[config.mk]
export PLATFORM = sky130hd
export DESIGN_NAME = matmul_input_feeder_os
export DESIGN_NICKNAME = d
export VERILOG_FILES = /design/src/rtl/matmul_input_feeder_os_pkg.sv /design/src/rtl/matmul_input_feeder_os_lane.sv /design/src/rtl/matmul_input_feeder_os.sv
export SDC_FILE = /design/constraint.sdc
export NUM_CORES = 2
export LEC_CHECK = 0
export ABC_AREA = 1
export ABC_CLOCK_PERIOD_IN_PS = 3000
export CAP_MARGIN = 20
export CORE_AREA = 2 2 320 322
export CTS_BUF_LIST = sky130_fd_sc_hd__clkbuf_4
export CTS_CLUSTER_DIAMETER = 60
export CTS_CLUSTER_SIZE = 14
export DETAILED_ROUTE_END_ITERATION = 6
export DIE_AREA = 0 0 322 324
export HOLD_SLACK_MARGIN = 0.12
export PLACE_DENSITY_LB_ADDON = 0.2
export SYNTH_ARGS = -nofsm -noshare
export SYNTH_HDL_FRONTEND = slang
export SYNTH_SLANG_ARGS = --single-unit
[constraint.sdc]
create_clock -name clk -period 3 [get_ports clk]
set_input_delay 0.6 -clock clk [delete_from_list [all_inputs] [get_ports clk]]
set_output_delay 0.6 -clock clk [all_outputs]
set_load 0.01 [all_outputs]
[src/rtl/matmul_input_feeder_os_pkg.sv]
// Shared definitions for the output-stationary input feeder: FSM states,
// default geometry, stream-length helpers and flattened-matrix index helpers.
package matmul_input_feeder_os_pkg;

  typedef enum logic [1:0] {IDLE, CLEAR, STREAM, DONE} state_t;

  localparam int unsigned DEF_ROWS   = 4;
  localparam int unsigned DEF_COLS   = 4;
  localparam int unsigned DEF_INNER  = 4;
  localparam int unsigned STREAM_LEN = DEF_INNER + DEF_ROWS + DEF_COLS - 2;
  localparam int unsigned CNT_W      = $clog2(STREAM_LEN + 1);

  // Number of STREAM cycles needed to fully skew A and B through the array.
  function automatic int unsigned stream_len(int unsigned rows, int unsigned cols,
                                             int unsigned inner);
    return inner + rows + cols - 2;
  endfunction

  function automatic int unsigned cnt_width(int unsigned rows, int unsigned cols,
                                            int unsigned inner);
    return $clog2(stream_len(rows, cols, inner) + 1);
  endfunction

  // Element index of A[r][k] in the flattened a_matrix (row-major).
  function automatic int unsigned a_idx(int unsigned r, int unsigned k, int unsigned inner);
    return r * inner + k;
  endfunction

  // Element index of B[k][c] in the flattened b_matrix (row-major).
  function automatic int unsigned b_idx(int unsigned k, int unsigned c, int unsigned cols);
    return k * cols + c;
  endfunction

endpackage

[src/rtl/matmul_input_feeder_os_lane.sv]
// One skewed edge lane: lane LANE carries element (t - LANE) of its INNER
// latched operands while 0 <= t - LANE < INNER, otherwise zero data / no valid.
module matmul_skew_lane #(
  parameter int unsigned INNER     = 4,
  parameter int unsigned WORD_SIZE = 16,
  parameter int unsigned CNT_W     = 4,
  parameter int unsigned LANE      = 0
) (
  input  logic [CNT_W-1:0]           t,
  input  logic                       en,
  input  logic [INNER*WORD_SIZE-1:0] elems,
  output logic [WORD_SIZE-1:0]       data,
  output logic                       valid
);

  int unsigned ti;

  // Select the skewed element for this lane at step t.
  always_comb begin
    data  = '0;
    valid = 1'b0;
    ti    = 32'(t);
    if (en && ti >= LANE && ti < LANE + INNER) begin
      valid = 1'b1;
      data  = elems[(ti - LANE) * WORD_SIZE +: WORD_SIZE];
    end
  end

endmodule

[src/rtl/matmul_input_feeder_os.sv]
// Input feeder for an output-stationary systolic array: latches A and B on
// start, streams them skewed into the left/top edges and streams unskewed
// operand pairs to every redundant unit covering a faulty PE.
module matmul_input_feeder_os
  import matmul_input_feeder_os_pkg::*;
#(
  parameter int unsigned ROWS      = DEF_ROWS,
  parameter int unsigned COLS      = DEF_COLS,
  parameter int unsigned INNER     = DEF_INNER,
  parameter int unsigned WORD_SIZE = 16,
  parameter int unsigned NUM_RU    = 4
) (
  input  logic                                clk,
  input  logic                                rst,
  input  logic                                start,
  output logic                                ready,
  input  logic [ROWS*INNER*WORD_SIZE-1:0]     a_matrix,
  input  logic [INNER*COLS*WORD_SIZE-1:0]     b_matrix,
  input  logic [ROWS*COLS-1:0]                STW_result_mat,
  input  logic [$clog2(ROWS)*NUM_RU-1:0]      ru_row_mapping,
  input  logic [$clog2(COLS)*NUM_RU-1:0]      ru_col_mapping,
  output logic                                acc_clear,
  output logic [ROWS*WORD_SIZE-1:0]           left_in,
  output logic [ROWS-1:0]                     left_valid,
  output logic [COLS*WORD_SIZE-1:0]           top_in,
  output logic [COLS-1:0]                     top_valid,
  output logic [NUM_RU*WORD_SIZE-1:0]         ru_a_out,
  output logic [NUM_RU*WORD_SIZE-1:0]         ru_b_out,
  output logic [NUM_RU-1:0]                   ru_in_valid,
  output logic [NUM_RU-1:0]                   ru_active,
  output logic                                done
);

  localparam int unsigned T_LEN = stream_len(ROWS, COLS, INNER);
  localparam int unsigned TW    = cnt_width(ROWS, COLS, INNER);
  localparam int unsigned RW    = $clog2(ROWS);
  localparam int unsigned CLW   = $clog2(COLS);
  localparam int unsigned W     = WORD_SIZE;

  state_t                        state, state_n;
  logic [TW-1:0]                 t, t_n;
  logic [ROWS*INNER*W-1:0]       a_q;
  logic [INNER*COLS*W-1:0]       b_q;
  logic [RW*NUM_RU-1:0]          row_q;
  logic [CLW*NUM_RU-1:0]         col_q;
  logic [NUM_RU-1:0]             act_n;
  logic                          streaming_n;
  logic [ROWS*W-1:0]             left_nx;
  logic [ROWS-1:0]               lv_nx;
  logic [COLS*W-1:0]             top_nx;
  logic [COLS-1:0]               tv_nx;
  logic [NUM_RU*W-1:0]           ra_nx, rb_nx;
  logic [NUM_RU-1:0]             rv_nx;

  // Next-state and step-counter logic.
  always_comb begin
    state_n = state;
    t_n     = t;
    case (state)
      IDLE:   if (start) state_n = CLEAR;
      CLEAR:  begin state_n = STREAM; t_n = '0; end
      STREAM: if (t == TW'(T_LEN - 1)) state_n = DONE;
              else t_n = t + 1'b1;
      DONE:   begin state_n = IDLE; t_n = '0; end
      default: state_n = IDLE;
    endcase
  end

  // Outputs are registered from the next state/step so they line up with the
  // state they describe; enumerating PE positions keeps out-of-range mappings
  // from ever matching, which forces their RU inactive.
  always_comb begin
    act_n = '0;
    for (int unsigned i = 0; i < NUM_RU; i++)
      for (int unsigned p = 0; p < ROWS * COLS; p++)
        if (32'(ru_row_mapping[i*RW +: RW]) == p / COLS &&
            32'(ru_col_mapping[i*CLW +: CLW]) == p % COLS)
          act_n[i] = ~STW_result_mat[p];
  end

  assign streaming_n = (state_n == STREAM);

  for (genvar r = 0; r < ROWS; r++) begin : g_a_lane
    matmul_skew_lane #(.INNER(INNER), .WORD_SIZE(W), .CNT_W(TW), .LANE(r)) u_lane (
      .t(t_n), .en(streaming_n),
      .elems(a_q[a_idx(r, 0, INNER)*W +: INNER*W]),
      .data(left_nx[r*W +: W]), .valid(lv_nx[r])
    );
  end

  for (genvar c = 0; c < COLS; c++) begin : g_b_lane
    logic [INNER*W-1:0] col_elems;
    for (genvar k = 0; k < INNER; k++) begin : g_gather
      assign col_elems[k*W +: W] = b_q[b_idx(k, c, COLS)*W +: W];
    end
    matmul_skew_lane #(.INNER(INNER), .WORD_SIZE(W), .CNT_W(TW), .LANE(c)) u_lane (
      .t(t_n), .en(streaming_n), .elems(col_elems),
      .data(top_nx[c*W +: W]), .valid(tv_nx[c])
    );
  end

  // Unskewed operand pair for each active RU during the first INNER steps.
  always_comb begin
    ra_nx = '0;
    rb_nx = '0;
    rv_nx = '0;
    if (streaming_n && 32'(t_n) < INNER) begin
      for (int unsigned i = 0; i < NUM_RU; i++) begin
        if (ru_active[i]) begin
          rv_nx[i] = 1'b1;
          for (int unsigned r = 0; r < ROWS; r++)
            if (32'(row_q[i*RW +: RW]) == r)
              ra_nx[i*W +: W] = a_q[a_idx(r, 32'(t_n), INNER)*W +: W];
          for (int unsigned c = 0; c < COLS; c++)
            if (32'(col_q[i*CLW +: CLW]) == c)
              rb_nx[i*W +: W] = b_q[b_idx(32'(t_n), c, COLS)*W +: W];
        end
      end
    end
  end

  // State, counter, job snapshot and registered outputs.
  always_ff @(posedge clk or negedge rst) begin
    if (!rst) begin
      state       <= IDLE;
      t           <= '0;
      a_q         <= '0;
      b_q         <= '0;
      row_q       <= '0;
      col_q       <= '0;
      ru_active   <= '0;
      ready       <= 1'b1;
      acc_clear   <= 1'b0;
      done        <= 1'b0;
      left_in     <= '0;
      left_valid  <= '0;
      top_in      <= '0;
      top_valid   <= '0;
      ru_a_out    <= '0;
      ru_b_out    <= '0;
      ru_in_valid <= '0;
    end else begin
      state <= state_n;
      t     <= t_n;
      if (state == IDLE && start) begin
        a_q       <= a_matrix;
        b_q       <= b_matrix;
        row_q     <= ru_row_mapping;
        col_q     <= ru_col_mapping;
        ru_active <= act_n;
      end
      ready       <= (state_n == IDLE);
      acc_clear   <= (state_n == CLEAR);
      done        <= (state_n == DONE);
      left_in     <= left_nx;
      left_valid  <= lv_nx;
      top_in      <= top_nx;
      top_valid   <= tv_nx;
      ru_a_out    <= ra_nx;
      ru_b_out    <= rb_nx;
      ru_in_valid <= rv_nx;
    end
  end

endmodule
After elaboration in Yosys (flattened, before gate mapping)
Index checks and enable logic that the tools add are counted.
- output and inout port bits: 275
- register bits: 805
- bitwise gates (word level): 16
- shift-type cells: 16
- equality and inequality tests: 55
- reduce and logical (&&, ||, !) cells: 91
- muxes and demuxes: 128
- order comparisons: 7
- add/sub/neg operators: 10
- operator list (cell ; count):
    $mux W16 ; 48
    $shiftx A256 B10 Y16 ; 3
    $shiftx A256 B12 Y16 ; 3
    $shiftx A64 B33 Y16 ; 6
    $shiftx A256 B11 Y16 ; 1
    $shiftx A256 B9 Y16 ; 1
    $mux W64 ; 2
    $shiftx A64 B9 Y16 ; 2
    $eq A2 B2 Y1 const B ; 36
    $logic_and A1 B1 Y1 ; 72
    $mux W1 ; 72
    $eq A2 B1 Y1 const B ; 18
    $logic_not A2 Y1 ; 18
    $lt A4 B3 Y1 const B ; 4
    $not A1 Y1 ; 16
    $add A6 B2 Y7 const B ; 2
    $add A4 B4 Y5 const A ; 2
    $sub A4 B2 Y5 const B ; 2
    $ge A4 B2 Y1 const B ; 2
    $mux W4 ; 2
    $pmux W2 S4 ; 1
    $pmux W4 S2 ; 1
    $add A6 B1 Y7 const B ; 1
    $add A3 B4 Y5 const A ; 1
    other kinds (6) ; 7

Depth between registers and ports, before layout
- depth after elaboration: 18
- mapped depth: 19

Modules after synthesis
From an unflattened synthesis, not the netlist that was laid out.
- cells, all modules: 5963
- area, all modules: 45168.3 sq um
- by module, submodules not included (module ; times used ; area an instance (sq um) ; seq. area each (sq um) ; cells each):
    matmul_input_feeder_os ; 1 ; 37298.3 ; 20245.7 ; 4153
    matmul_skew_lane (g_a_lane[1].u_lane ...) ; 2 ; 1049.8 ; 0.0 ; 240
    matmul_skew_lane (g_a_lane[3].u_lane ...) ; 2 ; 1028.5 ; 0.0 ; 238
    matmul_skew_lane (g_a_lane[2].u_lane ...) ; 2 ; 1027.2 ; 0.0 ; 235
    matmul_skew_lane (g_a_lane[0].u_lane ...) ; 2 ; 829.5 ; 0.0 ; 192

Least setup slack after synthesis
Ideal clock, no wire load.
- path kind: register to register
- start: register state[0]
- end: register top_in[17]
- setup time: 0.077 ns
- cell stages (with the launch flop): 18
- data required time: 2.923 ns
- data arrival time: 3.009 ns
- slack: -0.087 ns
- cells stage by stage: dfrtp_1 > inv_1 > ha_1 > inv_2 > nand2_4 > nand2_1 > nand3_1 > buf_2 > buf_2 > buf_2 > buf_2 > ha_1 > clkbuf_1 > inv_2 > clkbuf_1 > clkbuf_1 > o211ai_1 > a21oi_1
- word-level cells in the longest chain between the ends: 7
- elaborated cells on any way between the ends: 17
- classes of those cells: add/sub (1); order compare (2); eq/ne (4); shift (1); mux (5); reduce/logical (4)
- ends and longest elaborated chain (what ; RTL line ; text):
    start, declared ; matmul_input_feeder_os.sv:40 ; state_t state, state_n;
    start signal, assigned ; matmul_input_feeder_os.sv:143 ; state <= state_n;
    parallel branches: the longest is 6 deep, another holds $sub A4 B1 Y5 ; n/a ;
    $mux W16 (*) ; matmul_input_feeder_os_lane.sv:23 ; if (en && ti >= LANE && ti < LANE + INNER) begin
    net g_b_lane[1].u_lane.data[1] ; matmul_input_feeder_os_lane.sv:12 ; output logic [WORD_SIZE-1:0] data,
    end signal, assigned ; matmul_input_feeder_os.sv:157 ; top_in <= top_nx;
    end, declared ; matmul_input_feeder_os.sv:25 ; output logic [COLS*WORD_SIZE-1:0] top_in,
Mark *: on every way through the listed nets, which the timed path passes.
A chain may end at the register's enable or synchronous reset.

Worst setup path after layout
- start: register t[1]
- end: register ru_b_out[32]
- word-level cells in the longest chain between the ends: 10
- elaborated cells on any way between the ends: 22
- classes of those cells: add/sub (4); order compare (1); eq/ne (2); shift (4); mux (10); reduce/logical (1)
- ends and longest elaborated chain (what ; RTL line ; text):
    start, declared ; matmul_input_feeder_os.sv:41 ; logic [TW-1:0] t, t_n;
    start signal, assigned ; matmul_input_feeder_os.sv:144 ; t <= t_n;
    $add A4 B1 Y4 or $eq A4 B4 Y1 (tied branches) ; matmul_input_feeder_os.sv:63, matmul_input_feeder_os.sv:62 ;
    $mux W4 ; matmul_input_feeder_os.sv:62 ; STREAM: if (t == TW'(T_LEN - 1)) state_n = DONE;
    $pmux W4 S2 ; matmul_input_feeder_os.sv:59 ; case (state)
    $add A6 B1 Y7 or $shiftx A256 B11 Y16 (tied branches) ; matmul_input_feeder_os_pkg.sv:31, matmul_input_feeder_os.sv:116 ;
    $shiftx A256 B12 Y16 or $mux W16 (tied branches) ; matmul_input_feeder_os.sv:116, matmul_input_feeder_os.sv:115 ;
    $mux W16 (3 in series) ; matmul_input_feeder_os.sv:115 ; if (32'(col_q[i*CLW +: CLW]) == c)
    $mux W16 ; matmul_input_feeder_os.sv:109 ; if (ru_active[i]) begin
    $mux W64 (*) ; matmul_input_feeder_os.sv:107 ; if (streaming_n && 32'(t_n) < INNER) begin
    net rb_nx[32] ; matmul_input_feeder_os.sv:52 ; logic [NUM_RU*W-1:0] ra_nx, rb_nx;
    end signal, assigned ; matmul_input_feeder_os.sv:160 ; ru_b_out <= rb_nx;
    end, declared ; matmul_input_feeder_os.sv:28 ; output logic [NUM_RU*WORD_SIZE-1:0] ru_b_out,
Mark *: on every way through the listed nets, which the timed path passes. The rest lies on a longest branch.

==> flow_metrics.env <==
export IMPL_globalplace_congestion=0.9503
export IMPL_std_cell_rows=117
export IMPL_post_route_worst_setup_slack_ns=0.1137
export IMPL_hold_depth=2
export IMPL_synth_nets=5293
export IMPL_h_tree_depth=3
export IMPL_design_core_area_sq_mm=0.1010
export IMPL_synth_flop_type="sky130_fd_sc_hd__dfrtp_1"
export IMPL_synthTopCellsByCount="sky130_fd_sc_hd__nand2_1, sky130_fd_sc_hd__dfrtp_1, sky130_fd_sc_hd__a21oi_1, sky130_fd_sc_hd__nand3_1, sky130_fd_sc_hd__nor2_1"
export IMPL_netlist_instances=4734
export IMPL_slowest_library_cell_on_the_worst_path="sky130_fd_sc_hd__o21ai_0"
export IMPL_die_width_um=322
export IMPL_crit_cells=15
export IMPL_path_buf_inv=4
export IMPL_finalNetCount=6433
export IMPL_global_route_wire_length_before_repair_mm=259.4
export IMPL_count_of_buffers_from_port_buffering=821
export IMPL_critPathRequiredTime_ns=3.93
export IMPL_cts_bufs_inserted=83
export IMPL_power_density_cell_area_mw_per_mm2=1417
export IMPL_most_used_standard_cell_by_instance_count_after_synthesis="sky130_fd_sc_hd__nand2_1"
export IMPL_vdd_ir_drop_max_mv=1.247
export IMPL_kind_of_capture_point_of_the_worst_setup_path="flip-flop"
export IMPL_synthesis_area_sq_mm=0.04013
export IMPL_finalSetupViolations=0
export IMPL_final_core_utilization_pct=55.00
export IMPL_report_final_hold_viol_count=0
export IMPL_synth_edff_count=0
export IMPL_syn_to_final_growth_pct=38.44
export IMPL_cts_root_buffer_cell="sky130_fd_sc_hd__clkbuf_4"
export IMPL_worst_setup_start_kind="flip-flop"
export IMPL_dpl_hpwl_mm=134.3
export IMPL_grt_pass1_vias=38710
export IMPL_final_layout_size_suffix_gt1_share_pct=13.63
export IMPL_detail_route_wirelength_mm=180.3
export IMPL_drv_slew=0
export IMPL_residual_drc_count=0
export IMPL_worst_r2r_cell_count=15
export IMPL_die_area_sq_mm=0.1043
export IMPL_drt_vias_per_instance=5.510
export IMPL_synth_top_cell_area_share_pct=50.14
export IMPL_placed_area_sq_mm=0.05149
export IMPL_maxCapViolCount=0
export IMPL_yosysTopAreaCell="sky130_fd_sc_hd__dfrtp_1"
export IMPL_gr_usage_all_layers_pct=33.76
export IMPL_critical_path_peak_fanout=22
export IMPL_path_class="flip-flop to flip-flop"
export IMPL_pin_count_of_the_biggest_net_entering_global_routing=118
export IMPL_cp_data_arrival_time_ns=3.82
export IMPL_pre_cts_slack_ns=-0.3001
export IMPL_clock_latency_on_the_worst_skew_pair_ns=1.04
export IMPL_totalNegativeSetupSlack_ns=0
export IMPL_synth_ff_latch_count=805
export IMPL_antenna_left=0
export IMPL_design_area_sq_mm=0.05555
export IMPL_power_leakage_nw=25.59
export IMPL_cts_tree="built"
export IMPL_clock_sink_count=805
export IMPL_tightestPinTransition_ns=0.8527
export IMPL_asyncSetResetFlopFracSynth_pct=100.0
export IMPL_start_util_pct=39.73
export IMPL_avgSynthCellArea_sq_um=8.476
export IMPL_setup_repair_after_global_routing_missed_its_margin="no"
export IMPL_cts_root_to_sink_buffers=3
export IMPL_reg2reg_to="ru_b_out[32]"
export IMPL_worst_hold_startpoint="b_matrix[141]"
export IMPL_clk_pin_slew_worst_paths_ns=0.15
export IMPL_hold_path_class="input pin to flip-flop"
export IMPL_timing_critical_path_mode_cell="sky130_fd_sc_hd__nand2_1"
export IMPL_total_number_of_vias=39960
export IMPL_timing_critical_path_cells="inv_1 -> ha_1 -> nand3_2 -> nand2_4 -> nand2_4 -> nand3_4 -> buf_12 -> buf_12 -> buf_4 -> nor2_1 -> o21ai_0 -> nand2_1 -> nand2_1 -> nand2_1 -> a21oi_1"
export IMPL_netlist_top_cells_area="sky130_fd_sc_hd__dfrtp_1, sky130_fd_sc_hd__nand2_1, sky130_fd_sc_hd__mux2_2"
export IMPL_synth_cell_type_count=45
export IMPL_finalCritPeriodShare_pct=96.21
export IMPL_critPathTopFamily="simple AND/OR/NAND/NOR gates"
export IMPL_cp_slowest_stage_delay_ns=0.48
export IMPL_synth_warnings=0
export IMPL_maxSlewHeadroom_pct=42.94
export IMPL_synth_seq_area_share_pct=50.20
export IMPL_floorplan_die_height_um=324
export IMPL_iteration_0_drc_count_of_the_detailed_router=4238
export IMPL_drtPass1Iterations=7
export IMPL_wl_per_cell_um=24.86
export IMPL_overflow_left_after_global_routing=0
export IMPL_outcome="finished, final reports clean"
export IMPL_design_power_total_mw=78.72
export IMPL_fmax_ghz=0.3465
export IMPL_rrSetupSlack_ns=0.11
export IMPL_boundaryPins=822
export IMPL_initial_antenna_violation_count=16
export IMPL_period_minus_ws_final_ns=2.886
export IMPL_crit_reg2reg_launch="t[1]"
export IMPL_fill_cells=9226
export IMPL_skew_ns=0.09642
export IMPL_holdPathEnd="b_q[141]"
==> metal layers <==
metal / vias up / GRT usage [%] / wire length, um
li1: 18100 / - / -
met1: 19490 / 41.88 / 69560
met2: 1927 / 56.48 / 86430
met3: 434 / 5.763 / 13810
met4: 12 / 17.81 / 10380
met5: - / 0 / 82
==> registers in the layout, indices dropped and copies added (netlist names), 8 cells and up <==
signal    count
ru_b_out     64
a_q         256
top_in       64
b_q         256
ru_a_out     64
col_q         8
row_q         8
left_in      64
==> how the worst max path moves through the flow <==
stage,slack (ns),from,to
2_1_floorplan,0.02,state[0],top_in[26]
3_3_place_gp,-0.27,state[0],ru_b_out[27]
3_5_place_dp,-0.30,state[0],ru_b_out[27]
6_report,0.11,t[1],ru_b_out[32]
4_1_cts,0.005,state[0],ru_b_out[9]
5_1_grt,0.003,t[1],ru_b_out[27]
==> kinds of logic after synthesis <==
| kind of cell | after synthesis | share of synthesized area, % |
|---|---|---|
| simple gates | 1910 | 20.02 |
| compound gates | 1028 | 13.70 |
| flops | 805 | 50.20 |
| buf+inv | 658 | 6.769 |
| mux | 320 | 8.911 |
| fa+ha+maj | 12 | 0.3742 |
| xor+xnor | 1 | 0.02183 |
==> area by class of cell <==
cell class | instances | area [sq um] | share of cell area (%)
Multi-Input combinational cell | 3271 | 17340 | 31.22
Tap cell | 1309 | 1638 | 2.948
Sequential cell | 805 | 20150 | 36.26
Antenna cell | 13 | 32.53 | 0.05856
Clock buffer | 93 | 698.2 | 1.257
Inverter | 336 | 1292 | 2.327
Timing Repair Buffer | 1377 | 13920 | 25.05
Clock inverter | 48 | 484.2 | 0.8716
==> repair_timing <==
item | CTS | global route
hold endpoints to repair | 999 | 0
pin swaps | 0 | 3
hold buffers | 262 | 0
endpoints found under the setup margin | 11 | 160
gates resized for setup | 5 | 27
buffers inserted | 0 | 6
cloned | 0 | 2
==> cell usage in the layout (no fill, tap or decap), drive strengths merged, types with 294 or more instances in the layout <==
master,instances
dfrtp,804
mux2,298
a21oi,604
nand2,1030
nand3,384
clkdlybuf4s50,820
o21ai,308
inv,345
nor2,373
buf,294
==> power by group <==
part / switching [mW] / total [mW] / leakage (nW) / internal [mW]
sequential: 3.24 / 18.9 / 9.81 / 15.7
combinational: 34.0 / 53.4 / 15.1 / 19.4
clock: 4.26 / 6.40 / 0.650 / 2.14
total: 41.5 / 78.7 / 25.6 / 37.2
==> through the flow <==
step / hold slack [ns] / std cells
final: 0.1933 / 7252
after global routing: 0.1679 / 7249
after CTS: 0.1203 / 7231
after detailed placement: 0.4890 / 6828
after global placement: 0.4850 / 6828
after floorplan: 0.3044 / 4734
(Power assumes the default switching activity.)
